===== config.mk =====
export PLATFORM = sky130hd
export DESIGN_NAME = d_sram_axi_bridge
export DESIGN_NICKNAME = d
export VERILOG_FILES = /design/src/rtl/d_sram_axi_bridge.sv
export SDC_FILE = /design/constraint.sdc
export NUM_CORES = 1
export LEC_CHECK = 0
export ABC_CLOCK_PERIOD_IN_PS = 4800
export CAP_MARGIN = 20
export CORE_AREA = 2 2 116 118
export CTS_BUF_LIST = sky130_fd_sc_hd__clkbuf_16
export DETAILED_ROUTE_END_ITERATION = 8
export DIE_AREA = 0 0 118 120
export GPL_TIMING_DRIVEN = 0
export PLACE_DENSITY = 0.9
export SLEW_MARGIN = 20
export SYNTH_ARGS = -nofsm -noshare
export SYNTH_HDL_FRONTEND = slang
export SYNTH_SLANG_ARGS = --single-unit

===== constraint.sdc =====
create_clock -name clk -period 4.8 [get_ports clk]
set_input_delay 1.2 -clock clk [delete_from_list [all_inputs] [get_ports clk]]
set_output_delay 1.2 -clock clk [all_outputs]
set_load 0.02 [all_outputs]

===== src/rtl/d_sram_axi_bridge.sv =====
// Single-outstanding bridge from the data cache's SRAM-like port to a
// single-beat 32-bit AXI3 master. One request in flight; data_ok pulses once.
module d_sram_axi_bridge #(
  parameter logic [3:0] ID = 4'd1
) (
  input  logic        clk,
  input  logic        resetn,
  input  logic        req,
  input  logic        wr,
  input  logic [1:0]  size,
  input  logic [31:0] addr,
  input  logic [31:0] wdata,
  output logic [31:0] rdata,
  output logic        addr_ok,
  output logic        data_ok,
  output logic        arvalid,
  input  logic        arready,
  output logic [31:0] araddr,
  output logic [2:0]  arsize,
  output logic [3:0]  arid,
  output logic [3:0]  arlen,
  output logic [1:0]  arburst,
  output logic [1:0]  arlock,
  output logic [3:0]  arcache,
  output logic [2:0]  arprot,
  input  logic        rvalid,
  output logic        rready,
  input  logic [31:0] rdata_axi,
  input  logic [1:0]  rresp,
  input  logic        rlast,
  input  logic [3:0]  rid,
  output logic        awvalid,
  input  logic        awready,
  output logic [31:0] awaddr,
  output logic [2:0]  awsize,
  output logic [3:0]  awid,
  output logic [3:0]  awlen,
  output logic [1:0]  awburst,
  output logic [1:0]  awlock,
  output logic [3:0]  awcache,
  output logic [2:0]  awprot,
  output logic        wvalid,
  input  logic        wready,
  output logic [31:0] wdata_axi,
  output logic [3:0]  wstrb,
  output logic        wlast,
  output logic [3:0]  wid,
  input  logic        bvalid,
  output logic        bready
);

  typedef enum logic [2:0] {
    IDLE  = 3'd0,
    RD_A  = 3'd1,
    RD_D  = 3'd2,
    WR_AW = 3'd3,
    WR_B  = 3'd4,
    DONE  = 3'd5
  } state_e;

  state_e      state_q, state_d;
  logic [31:0] addr_q, addr_d;
  logic [31:0] wdata_q, wdata_d;
  logic [31:0] rdata_q, rdata_d;
  logic [1:0]  size_q, size_d;
  logic        aw_done_q, aw_done_d;
  logic        w_done_q, w_done_d;

  // Byte-lane strobe for a latched size/offset; the address itself is never realigned.
  function automatic logic [3:0] lane_strobe(input logic [1:0] sz, input logic [1:0] off);
    logic [3:0] s;
    case (sz)
      2'd0:    s = 4'b0001 << off;
      2'd1:    s = off[1] ? 4'b1100 : 4'b0011;
      default: s = 4'b1111;
    endcase
    return s;
  endfunction

  // Next-state and datapath capture.
  always_comb begin
    state_d   = state_q;
    addr_d    = addr_q;
    wdata_d   = wdata_q;
    size_d    = size_q;
    rdata_d   = rdata_q;
    aw_done_d = 1'b0;
    w_done_d  = 1'b0;
    case (state_q)
      IDLE: begin
        if (req) begin
          addr_d  = addr;
          wdata_d = wdata;
          size_d  = (size == 2'd3) ? 2'd2 : size;
          state_d = wr ? WR_AW : RD_A;
        end else begin
          state_d = IDLE;
        end
      end
      RD_A: begin
        if (arready) state_d = RD_D;
        else         state_d = RD_A;
      end
      RD_D: begin
        if (rvalid) begin
          rdata_d = rdata_axi;
          state_d = DONE;
        end else begin
          state_d = RD_D;
        end
      end
      WR_AW: begin
        // A done flag stands in for a channel whose handshake already happened.
        if ((aw_done_q | awready) & (w_done_q | wready)) begin
          state_d = WR_B;
        end else begin
          aw_done_d = aw_done_q | awready;
          w_done_d  = w_done_q | wready;
        end
      end
      WR_B: begin
        if (bvalid) state_d = DONE;
        else        state_d = WR_B;
      end
      DONE:    state_d = IDLE;
      default: state_d = IDLE;
    endcase
  end

  // State and latched request registers.
  always_ff @(posedge clk or negedge resetn) begin
    if (!resetn) begin
      state_q   <= IDLE;
      addr_q    <= 32'd0;
      wdata_q   <= 32'd0;
      size_q    <= 2'd0;
      rdata_q   <= 32'd0;
      aw_done_q <= 1'b0;
      w_done_q  <= 1'b0;
    end else begin
      state_q   <= state_d;
      addr_q    <= addr_d;
      wdata_q   <= wdata_d;
      size_q    <= size_d;
      rdata_q   <= rdata_d;
      aw_done_q <= aw_done_d;
      w_done_q  <= w_done_d;
    end
  end

  assign addr_ok   = (state_q == IDLE) & req & resetn;
  assign data_ok   = (state_q == DONE);
  assign rdata     = rdata_q;

  assign arvalid   = (state_q == RD_A);
  assign araddr    = addr_q;
  assign arsize    = {1'b0, size_q};
  assign arid      = ID;
  assign arlen     = 4'd0;
  assign arburst   = 2'b01;
  assign arlock    = 2'd0;
  assign arcache   = 4'd0;
  assign arprot    = 3'd0;
  assign rready    = (state_q == RD_D);

  assign awvalid   = (state_q == WR_AW) & ~aw_done_q;
  assign awaddr    = addr_q;
  assign awsize    = {1'b0, size_q};
  assign awid      = ID;
  assign awlen     = 4'd0;
  assign awburst   = 2'b01;
  assign awlock    = 2'd0;
  assign awcache   = 4'd0;
  assign awprot    = 3'd0;

  assign wvalid    = (state_q == WR_AW) & ~w_done_q;
  assign wdata_axi = wdata_q;
  assign wstrb     = lane_strobe(size_q, addr_q[1:0]);
  assign wlast     = 1'b1;
  assign wid       = ID;
  assign bready    = (state_q == WR_B);

endmodule


Yosys cells after proc, flatten, opt, wreduce, memory -nomap -nowiden --
Cells that the tools add are included. Widths: inputs -> output; s select.
Operators by class: shift operators 1, reductions and logical operators 4, mux-type cells 14, bitwise operators 9, eq/ne operators 8
Operator list (number):
- $pmux 3 s5 | 1
- $mux 2 | 4
- $pmux 4 s2 | 1
- $eq 3x2->1 const B | 2
- $eq 3x3->1 const B | 2
- $mux 3 | 2
- $and 1x1->1 | 5
- $mux 1 | 5
- $mux 4 | 1
- $reduce_and 2->1 | 2
- $shl 1x2->4 const A | 1
- $eq 3x1->1 const B | 1
- $logic_not 3->1 | 1
- $eq 2x1->1 const B | 1
- $eq 2x2->1 const B | 1
- $logic_not 2->1 | 1
- $ne 2x2->1 const B | 1
- $not 1->1 | 2
- $or 1x1->1 | 2
Word-level totals: output and inout port bits 188, word-level logic and storage cells 43, bits in registers 103, input bits 114

Logic depth before layout (Yosys ltp) --
Gate-level depths: netlist of the first run.
word-level depth 4, gate-level depth with buffers 6, mapped depth without buffers 3

Least setup slack after synthesis of the first run --
No wires, ideal clock.
path kind input-to-output, start point in req, end point out addr_ok, cell stages on the path 4, required time 3.600 ns, path buffers 2, setup slack 1.556 ns, data arrival time 2.044 ns, path through nor4b_4 > buf_6 > buf_6 > and2_1
Between the ends: word-level cells in the longest chain between the ends 2
Ends and longest elaborated chain:
- from (decl) | line 8 | input logic req,
- $and 1x1->1 (2 in a row) | line 151 | assign addr_ok = (state_q == IDLE) & req & resetn;
- to (decl) | line 14 | output logic addr_ok,
Every way passes these cells.

Final worst setup path of the first run --
Ends and elaborated chain as after synthesis.

==> results.toml, run 1 <==
[yosys]
ys_seq_elements = 103
yosysSeqAreaShare_pct = 55.53
yosysUniqueCellTypes = 25
syn_avg_cell_area_um2 = 13.86
syn_inst = 335
synthAdderAreaFrac_pct = 0
synthMuxAreaShare_pct = 23.53
synth_warnings = 0
synthSimpleGateAreaFrac_pct = 3.208
synth-compound-area-share_pct = 2.022
syn-cell-area_um2 = 4642
synth_top_family_by_area = "multiplexers"
synthXorXnorAreaFrac_pct = 0

[floorplan]
io_pins = 302
core_area_um2 = 12980
rows = 42
die_x_um = 118
die_h_um = 120
start_util_pct = 35.76
die_area_um2 = 14160

[placed_design]
gp_congestion = 0.7942
dp_slack_ns = 0.1530
portBuffers = 249
dp_hpwl_mm = 9.856

[critical_path]
worst-setup-path-type = "input port to primary output"
endpoint_kind = "primary output"
cpMaxStageDelayCell = "clkdlybuf4s50_1"
crit_path_start_kind = "input port"
path_cells = "clkdlybuf4s50_1 > nor4b_4 > buf_6 > buf_6 > and2_1 > clkdlybuf4s50_1"
cp.required_ns = 3.60
arrival_ns = 3.35
cpPeakStageDelay_ns = 0.59
path_max_fanout = 10

[drt]
drtIter0Drc = 111
vias_per_cell = 4.308
vias = 3528
drt_first_pass_iters = 4
drt_wl_total_mm = 12.45
antenna_left = 0
routedWlPerCell_um = 15.20
drc_errors = 0

[grt]
gr-usage-all-layers_pct = 17.77
grt_pass1_wl_mm = 19.50
antenna_found_initial = 0
grt_pass1_vias = 3803
overflow = 0
grt_max_degree = 59

[clocking]
clk_latency_ns = 0.35
cts_buffer_depth = 2
cts_root_buf = "clkbuf_16"
tritoncts = "done"
ctsResizeCount = 0
path_clk_slew_ns = 0.07
h-tree-depth = 3
numCtsBuffers = 9
post_cts_buffers = 0
cts_sinks = 103
cts_hold_repair.buffers = 0

[sta]
final.setup.worst_slack_ns = 0.2486
fmax_mhz = 219.7
slew_violations = 0
final-hold-violation-count = 0
fin_crit_sh_pct = 94.82
maxSlewHeadroom_pct = 60.65
setup_viol = 0
finalClockSkew_ns = 0.006076
worstMarginPinSlew_ns = 0.5878
fin_crit_ns = 4.551
rsz0062_at_grt = "false"

[power_and_ir_drop]
leakagePower_nw = 3.436
ir_drop_mv = 0.3738
combPwrFrac_pct = 58.8
p_sw_share_pct = 37.59
p_clk_share_pct = 12.0
p_sw_w = 0.002052
intPower_w = 0.003407
power_frac_seq_pct = 29.3
power_density_nw_per_um2 = 700.0

[outcome]
outcome = "complete, no violations"

[finish]
final_cell_mix = "clkdlybuf4s50_1, dfrtp_1, mux2_2"
layout-drive-gt1-share_pct = 30.79
diodes = 0
nets = 753
area_growth_pct = 68.01
fin_util_pct = 60.08
final_common_cell = "clkdlybuf4s50_1"
fillCellCount = 1013

[hold_path]
hold_class = "flop to flop"

[run]
drv_cap = 0
## worst max-delay path, delay by kind of cell
kind	cells	cell delay (ns)
buffers and inverters	4	1.49
AND/OR/NAND/NOR	2	0.65
## per-layer routing
metal	vias to the layer above	wire, µm	global-route usage [%]
met5	-	0	0
met4	0	426	10.17
met3	28	1189	6.511
met2	192	6615	32.23
met1	1692	4216	17.40
li1	1616	-	-
## through the flow
| stage | power [W] | std cells | TNS, ns | hold slack (ns) | cell area (µm²) |
|---|---|---|---|---|---|
| after floorplan | 0.003282 | 378 | 0 | 0.4556 | 4803 |
| after detailed placement | 0.004845 | 804 | 0 | 0.4883 | 7545 |
| after CTS | 0.005528 | 819 | 0 | 0.4977 | 7799 |
| final | 0.005459 | 819 | 0 | 0.4988 | 7799 |
| after global placement | 0.004738 | 803 | -127.13 | 0.4722 | 7516 |
| after global routing | 0.005735 | 819 | 0 | 0.5215 | 7799 |
## cell usage after synthesis
cell type | number | area (µm²)
dfrtp_1 | 103 | 2577
mux2_2 | 92 | 1036
buf_4 | 86 | 645.6
buf_6 | 5 | 56.30
mux2_1 | 5 | 56.30
nor2_1 | 5 | 18.77
a21o_1 | 4 | 30.03
nand3b_1 | 4 | 30.03
inv_1 | 3 | 11.26
nand2_1 | 3 | 11.26
nor3b_1 | 3 | 22.52
o21ai_0 | 3 | 15.01
o21bai_1 | 3 | 22.52
a21oi_1 | 2 | 10.01
and2_1 | 2 | 12.51
conb_1 | 2 | 7.510
nor4_1 | 2 | 12.51
and3_1 | 1 | 6.260
buf_2 | 1 | 5.000
clkbuf_1 | 1 | 3.750
nand2b_1 | 1 | 6.260
nand3_1 | 1 | 5.000
nor4b_4 | 1 | 23.77
o211ai_1 | 1 | 7.510
o221ai_1 | 1 | 8.760
## power by group through the flow
stage | clock network, W | logic, W | registers (W)
after floorplan | 0 | 0.00120 | 0.00209
after global placement | 0 | 0.00316 | 0.00158
after detailed placement | 0 | 0.00323 | 0.00161
after CTS | 0.000676 | 0.00325 | 0.00161
after global routing | 0.000713 | 0.00336 | 0.00166
final | 0.000653 | 0.00321 | 0.00160
## final timing paths
path,end,from,depth (start not counted),slack [ns]
min reg2reg,w_done_q,aw_done_q,1,0.50
min,w_done_q,aw_done_q,1,0.50
max reg2reg,wdata_axi[29],state_q[1],5,2.84
max in group asynchronous,araddr[31],resetn,2,3.38
min in group asynchronous,rdata[25],resetn,1,0.77
max,addr_ok,req,6,0.25
## cells by family after synthesis
group                  Yosys count
buffers and inverters           96
DFF                            103
and+or+nand+nor                 23
other                            2
AOI/OAI and AO/OA               14
muxes                           97
## registers in the layout, summed over array words and instances (netlist names)
register	cells
aw_done_q	1
wdata_axi	32
state_q	3
rdata	32
araddr	32
size_q	2
w_done_q	1
## final cells by class
type	count	area [µm²]	share of cell area (%)
Tap cell	176	220.2	2.824
Clock buffer	9	225.2	2.888
Clock inverter	6	28.78	0.3690
Multi-Input combinational cell	179	1504	19.28
Buffer	93	710.7	9.113
Timing Repair Buffer	250	2521	32.33
Sequential cell	103	2577	33.05
Inverter	3	11.26	0.1444
No activity file was read; power rests on OpenSTA's default activity.
==> run 2, diff against run 1 <==
Settings changed: CORE_AREA 2 2 116 118 to not set, CORE_ASPECT_RATIO set to 0.75, CORE_MARGIN set to 10, CORE_UTILIZATION set to 39, DIE_AREA 0 0 118 120 to not set, PLACE_DENSITY 0.9 to 0.95.
==> run 2 against run 1 <==
- sequential power about the same
- hold slack worse by 0.0076 ns
- clock skew is 0.0031 ns higher
- die area rose by 18%
- sequential cell count stayed put
- critical path depth is the same
- count of clock-buffer cells in the layout did not move
- combinational power rose by 2%
- fmax shrank 0.65%
- via count shrank 0.71%
- total power increased by 2.1%
- non-clock buffer count did not move
- highest routed layer unchanged
==> results.toml, run 2 (same netlist as run 1, synthesis figures left out) <==
[drt]
drtIter0Drc = 112
vias_per_cell = 4.346
vias = 3503
drt_wl_total_mm = 15.07
drt_first_pass_iters = 4
drc_errors = 0
antenna_left = 0
routedWlPerCell_um = 18.69

[sta]
worstMarginPinSlew_ns = 0.5614
fmax_mhz = 218.3
maxSlewHeadroom_pct = 62.42
rsz0062_at_grt = "false"
finalClockSkew_ns = 0.009181
slew_violations = 0
tns_ns = 0
setup_viol = 0
fin_crit_ns = 4.581
fin_crit_sh_pct = 95.44
final-hold-violation-count = 0

[clocking]
cts_sinks = 103
ctsResizeCount = 0
numCtsBuffers = 9
tritoncts = "done"
cts_buffer_depth = 2
path_clk_slew_ns = 0.07
post_cts_buffers = 0
h-tree-depth = 3
cts_root_buf = "clkbuf_16"
clk_latency_ns = 0.34
cts_hold_repair.buffers = 0

[placed_design]
placed_cells = 790
dp_hpwl_mm = 12.66
portBuffers = 249
gp_congestion = 0.7683

[critical_path]
worstReg2RegStart = "state_q[1]"
rr_endpoint = "wdata_axi[28]"
reg2reg_depth = 5
arrival_ns = 3.38
crit_path_start_kind = "input port"
endpoint_kind = "primary output"
cp.required_ns = 3.60
path_max_fanout = 10
rrSetupSlack_ns = 2.86
worst-setup-path-type = "input port to primary output"

[finish]
diodes = 0
final_cell_mix = "clkdlybuf4s50_1, dfrtp_1, mux2_2"
fin_util_pct = 67.32
area_growth_pct = 68.44
layout-drive-gt1-share_pct = 31.06
final_cells = 806
final_common_cell = "clkdlybuf4s50_1"
nets = 753

[floorplan]
core_area_um2 = 11610
start_util_pct = 39.97
rows = 34
io_pins = 302
die_area_um2 = 16710
die_x_um = 146.0
die_h_um = 114.5

[hold_path]
hold_start = "wdata_axi[27]"
hold_class = "flop to flop"
hold_depth = 1
whs_endpoint = "wdata_axi[27]"

[grt]
grt_pass1_wl_mm = 22.76
gr-usage-all-layers_pct = 17.30
antenna_found_initial = 0
overflow = 0
grt_max_degree = 54
grt_pass1_vias = 3899

[power_and_ir_drop]
p_clk_share_pct = 12.8
leakagePower_nw = 3.452
p_sw_share_pct = 37.82
ir_drop_mv = 0.4338
power_frac_seq_pct = 28.6
power_density_nw_per_um2 = 712.7
intPower_w = 0.003465
p_sw_w = 0.002107
total_power_w = 0.005573
combPwrFrac_pct = 58.6

[outcome]
outcome = "complete, no violations"

[run]
drv_cap = 0
run 2: how the worst max path moves through the flow:
stage,start,end,slack [ns],cells past startpoint
6_report,req,addr_ok,0.22,6
5_1_grt,req,addr_ok,0.06,6
4_1_cts,req,addr_ok,0.15,6
3_5_place_dp,req,addr_ok,0.15,6
3_3_place_gp,resetn,addr_ok,-2.36,3
2_1_floorplan,req,addr_ok,1.56,4
run 2: layout make-up:
type	instances	area, µm²
fillers	834	3795
flip-flops and latches	103	2577
repair buffers	250	2521
multi-input cells	179	1504
plain buffers	93	710.7
clock buffers	9	225.2
well taps	162	202.7
clock inverters	7	66.31
inverters	3	11.26
run 2: power by group through the flow:
stage	sequential, W	combinational (W)	clock [W]
finish	0.00159	0.00327	0.000716
global route	0.00165	0.00343	0.000772
floorplan	0.00209	0.00120	0
CTS	0.00160	0.00331	0.000734
detailed placement	0.00161	0.00330	0
global placement	0.00157	0.00322	0
run 2: metrics by stage:
step,hold WS [ns],worst slack (ns),area (µm²)
floorplan,0.4556,1.556,4803
global placement,0.4734,-2.362,7498
detailed placement,0.4737,0.1543,7527
CTS,0.4896,0.1491,7819
global route,0.5163,0.06449,7819
finish,0.4912,0.2187,7819
run 2: critical path: stages:
cell and delay [ns]:
clkdlybuf4s50_1 0.52, nor4b_4 0.51, buf_6 0.24, buf_6 0.16, and2_1 0.13, clkdlybuf4s50_1 0.61
run 2: layer usage:
layer  up-vias  global-route usage (%)  share of wire (%)
met5         -                       0                  0
met4         0                   4.657                1.6
met3        19                   8.570                9.9
met2       168                   31.33                 52
met1      1695                   17.49                 36
li1       1621                       -                  -
==> run 3, diff against run 2 <==
Settings changed: ABC_CLOCK_PERIOD_IN_PS 4800 to 3790, CORE_UTILIZATION 39 to 33, PLACE_DENSITY 0.95 to 0.87.
Clock period 4.8 ns to 3.79 ns, I/O delays scaled along.
==> run 3 against run 2 <==
- critical path depth did not move
- clock skew decreased by 0.00062 ns
- largest power group unchanged
- utilization is 10 points lower
- register-to-register slack lost 0.90 ns
- hold slack got worse by 0.0031 ns
- largest cell class unchanged
==> results.toml, run 3 (same netlist as run 1, synthesis figures left out) <==
[critical_path]
worst-setup-path-type = "input port to primary output"
arrival_ns = 2.60
crit_path_start_kind = "input port"
cp.required_ns = 2.84
endpoint_kind = "primary output"
path_max_fanout = 10

[drt]
vias_per_cell = 4.247
antenna_left = 0
routedWlPerCell_um = 17.99
drc_errors = 0
drtIter0Drc = 119
drt_first_pass_iters = 4
drt_wl_total_mm = 14.73
vias = 3478

[finish]
layout-drive-gt1-share_pct = 31.37
fin_util_pct = 57.35
diodes = 0
final_cells = 819
fillCellCount = 1098
area_growth_pct = 69.87
nets = 754
final_cell_mix = "clkdlybuf4s50_1, dfrtp_1, mux2_2"
multi_input_area_um2 = 1504
fin_area_um2 = 7885
seq_area_um2 = 2577
final_common_cell = "clkdlybuf4s50_1"

[floorplan]
start_util_pct = 33.76
rows = 37
io_pins = 302
core_area_um2 = 13750
die_x_um = 157.0
die_area_um2 = 19260
die_h_um = 122.7

[grt]
grt_pass1_wl_mm = 22.04
overflow = 0
grt_pass1_vias = 3849
antenna_found_initial = 0
gr-usage-all-layers_pct = 14.69
grt_max_degree = 62

[clocking]
tritoncts = "done"
cts_buffer_depth = 2
cts_sinks = 103
numCtsBuffers = 9
cts_root_buf = "clkbuf_16"
path_clk_slew_ns = 0.06
h-tree-depth = 3
cts_hold_repair.buffers = 0
clk_latency_ns = 0.34

[sta]
hold_ws_ns = 0.4882
fin_crit_sh_pct = 93.66
fin_crit_ns = 3.550
finalClockSkew_ns = 0.008561
final-hold-violation-count = 0
slew_violations = 0
rsz0062_at_grt = "false"
setup_viol = 0
fmax_mhz = 281.7

[outcome]
outcome = "complete, no violations"

[power_and_ir_drop]
combPwrFrac_pct = 57.3
p_sw_share_pct = 36.89
leakagePower_nw = 3.479
power_density_nw_per_um2 = 909.3
ir_drop_mv = 0.4857
p_clk_share_pct = 14.5
total_power_w = 0.007170
p_sw_w = 0.002645
intPower_w = 0.004525
power_frac_seq_pct = 28.2

[hold_path]
hold_class = "flop to flop"

[placed_design]
gp_congestion = 0.8302
dp_hpwl_mm = 12.27
dpl_cell_area_um2 = 7543
placed_cells = 803
portBuffers = 249

[run]
drv_cap = 0
-- run 3: area by class of cell --
class / count / share of cell area [%]
sequential: 103 / 32.69
timing repair buffer: 251 / 32.05
multi-input combinational: 179 / 19.07
buffer: 93 / 9.013
clock buffer: 9 / 2.856
tap: 175 / 2.777
clock inverter: 6 / 1.396
inverter: 3 / 0.1428
-- run 3: final timing paths --
path / end / from / slack (ns) / depth (start not counted)
min in group asynchronous: rdata[9] / resetn / 0.51 / 1
hold reg to reg: wdata_axi[27] / wdata_axi[27] / 0.49 / 1
max in group asynchronous: araddr[10] / resetn / 2.63 / 2
hold / removal: wdata_axi[27] / wdata_axi[27] / 0.49 / 1
setup reg to reg: araddr[23] / state_q[1] / 1.96 / 5
setup / recovery: addr_ok / req / 0.24 / 6
-- run 3: worst max-delay path, cell delays in order --
cell and delay, ns:
clkdlybuf4s50_1 0.53, nor4b_4 0.30, buf_6 0.21, buf_6 0.15
and2_1 0.12, dlygate4sd2_1 0.34
-- run 3: per-layer routing --
layer / vias to the layer above / part of all wire (%) / track usage, %
met5: - / 0 / 0
met2: 179 / 50 / 25.54
met4: 0 / 1.3 / 4.000
met1: 1661 / 34 / 14.25
met3: 15 / 14 / 9.542
li1: 1623 / - / -
-- run 3: power groups by stage --
| stage | registers (W) | logic [W] | clock network (W) |
|---|---|---|---|
| after global placement | 0.00200 | 0.00408 | 0 |
| after global routing | 0.00210 | 0.00432 | 0.00113 |
| after detailed placement | 0.00205 | 0.00414 | 0 |
| final | 0.00202 | 0.00411 | 0.00104 |
| after floorplan | 0.00264 | 0.00151 | 0 |
| after CTS | 0.00203 | 0.00416 | 0.00108 |
-- run 3: repair_timing --
item                       CTS  global route
gates resized for setup      1             0
setup endpoints to repair    1             0
setup buffers                1             0
hold endpoints to repair     0             0
-- run 3: metrics by stage --
stage / setup TNS, ns / worst slack (ns)
2_1_floorplan: 0 / 1.051
3_3_place_gp: -201.41 / -2.874
3_5_place_dp: -0.3421 / -0.3421
4_1_cts: 0 / 0.2242
5_1_grt: 0 / 0.1487
6_report: 0 / 0.2405
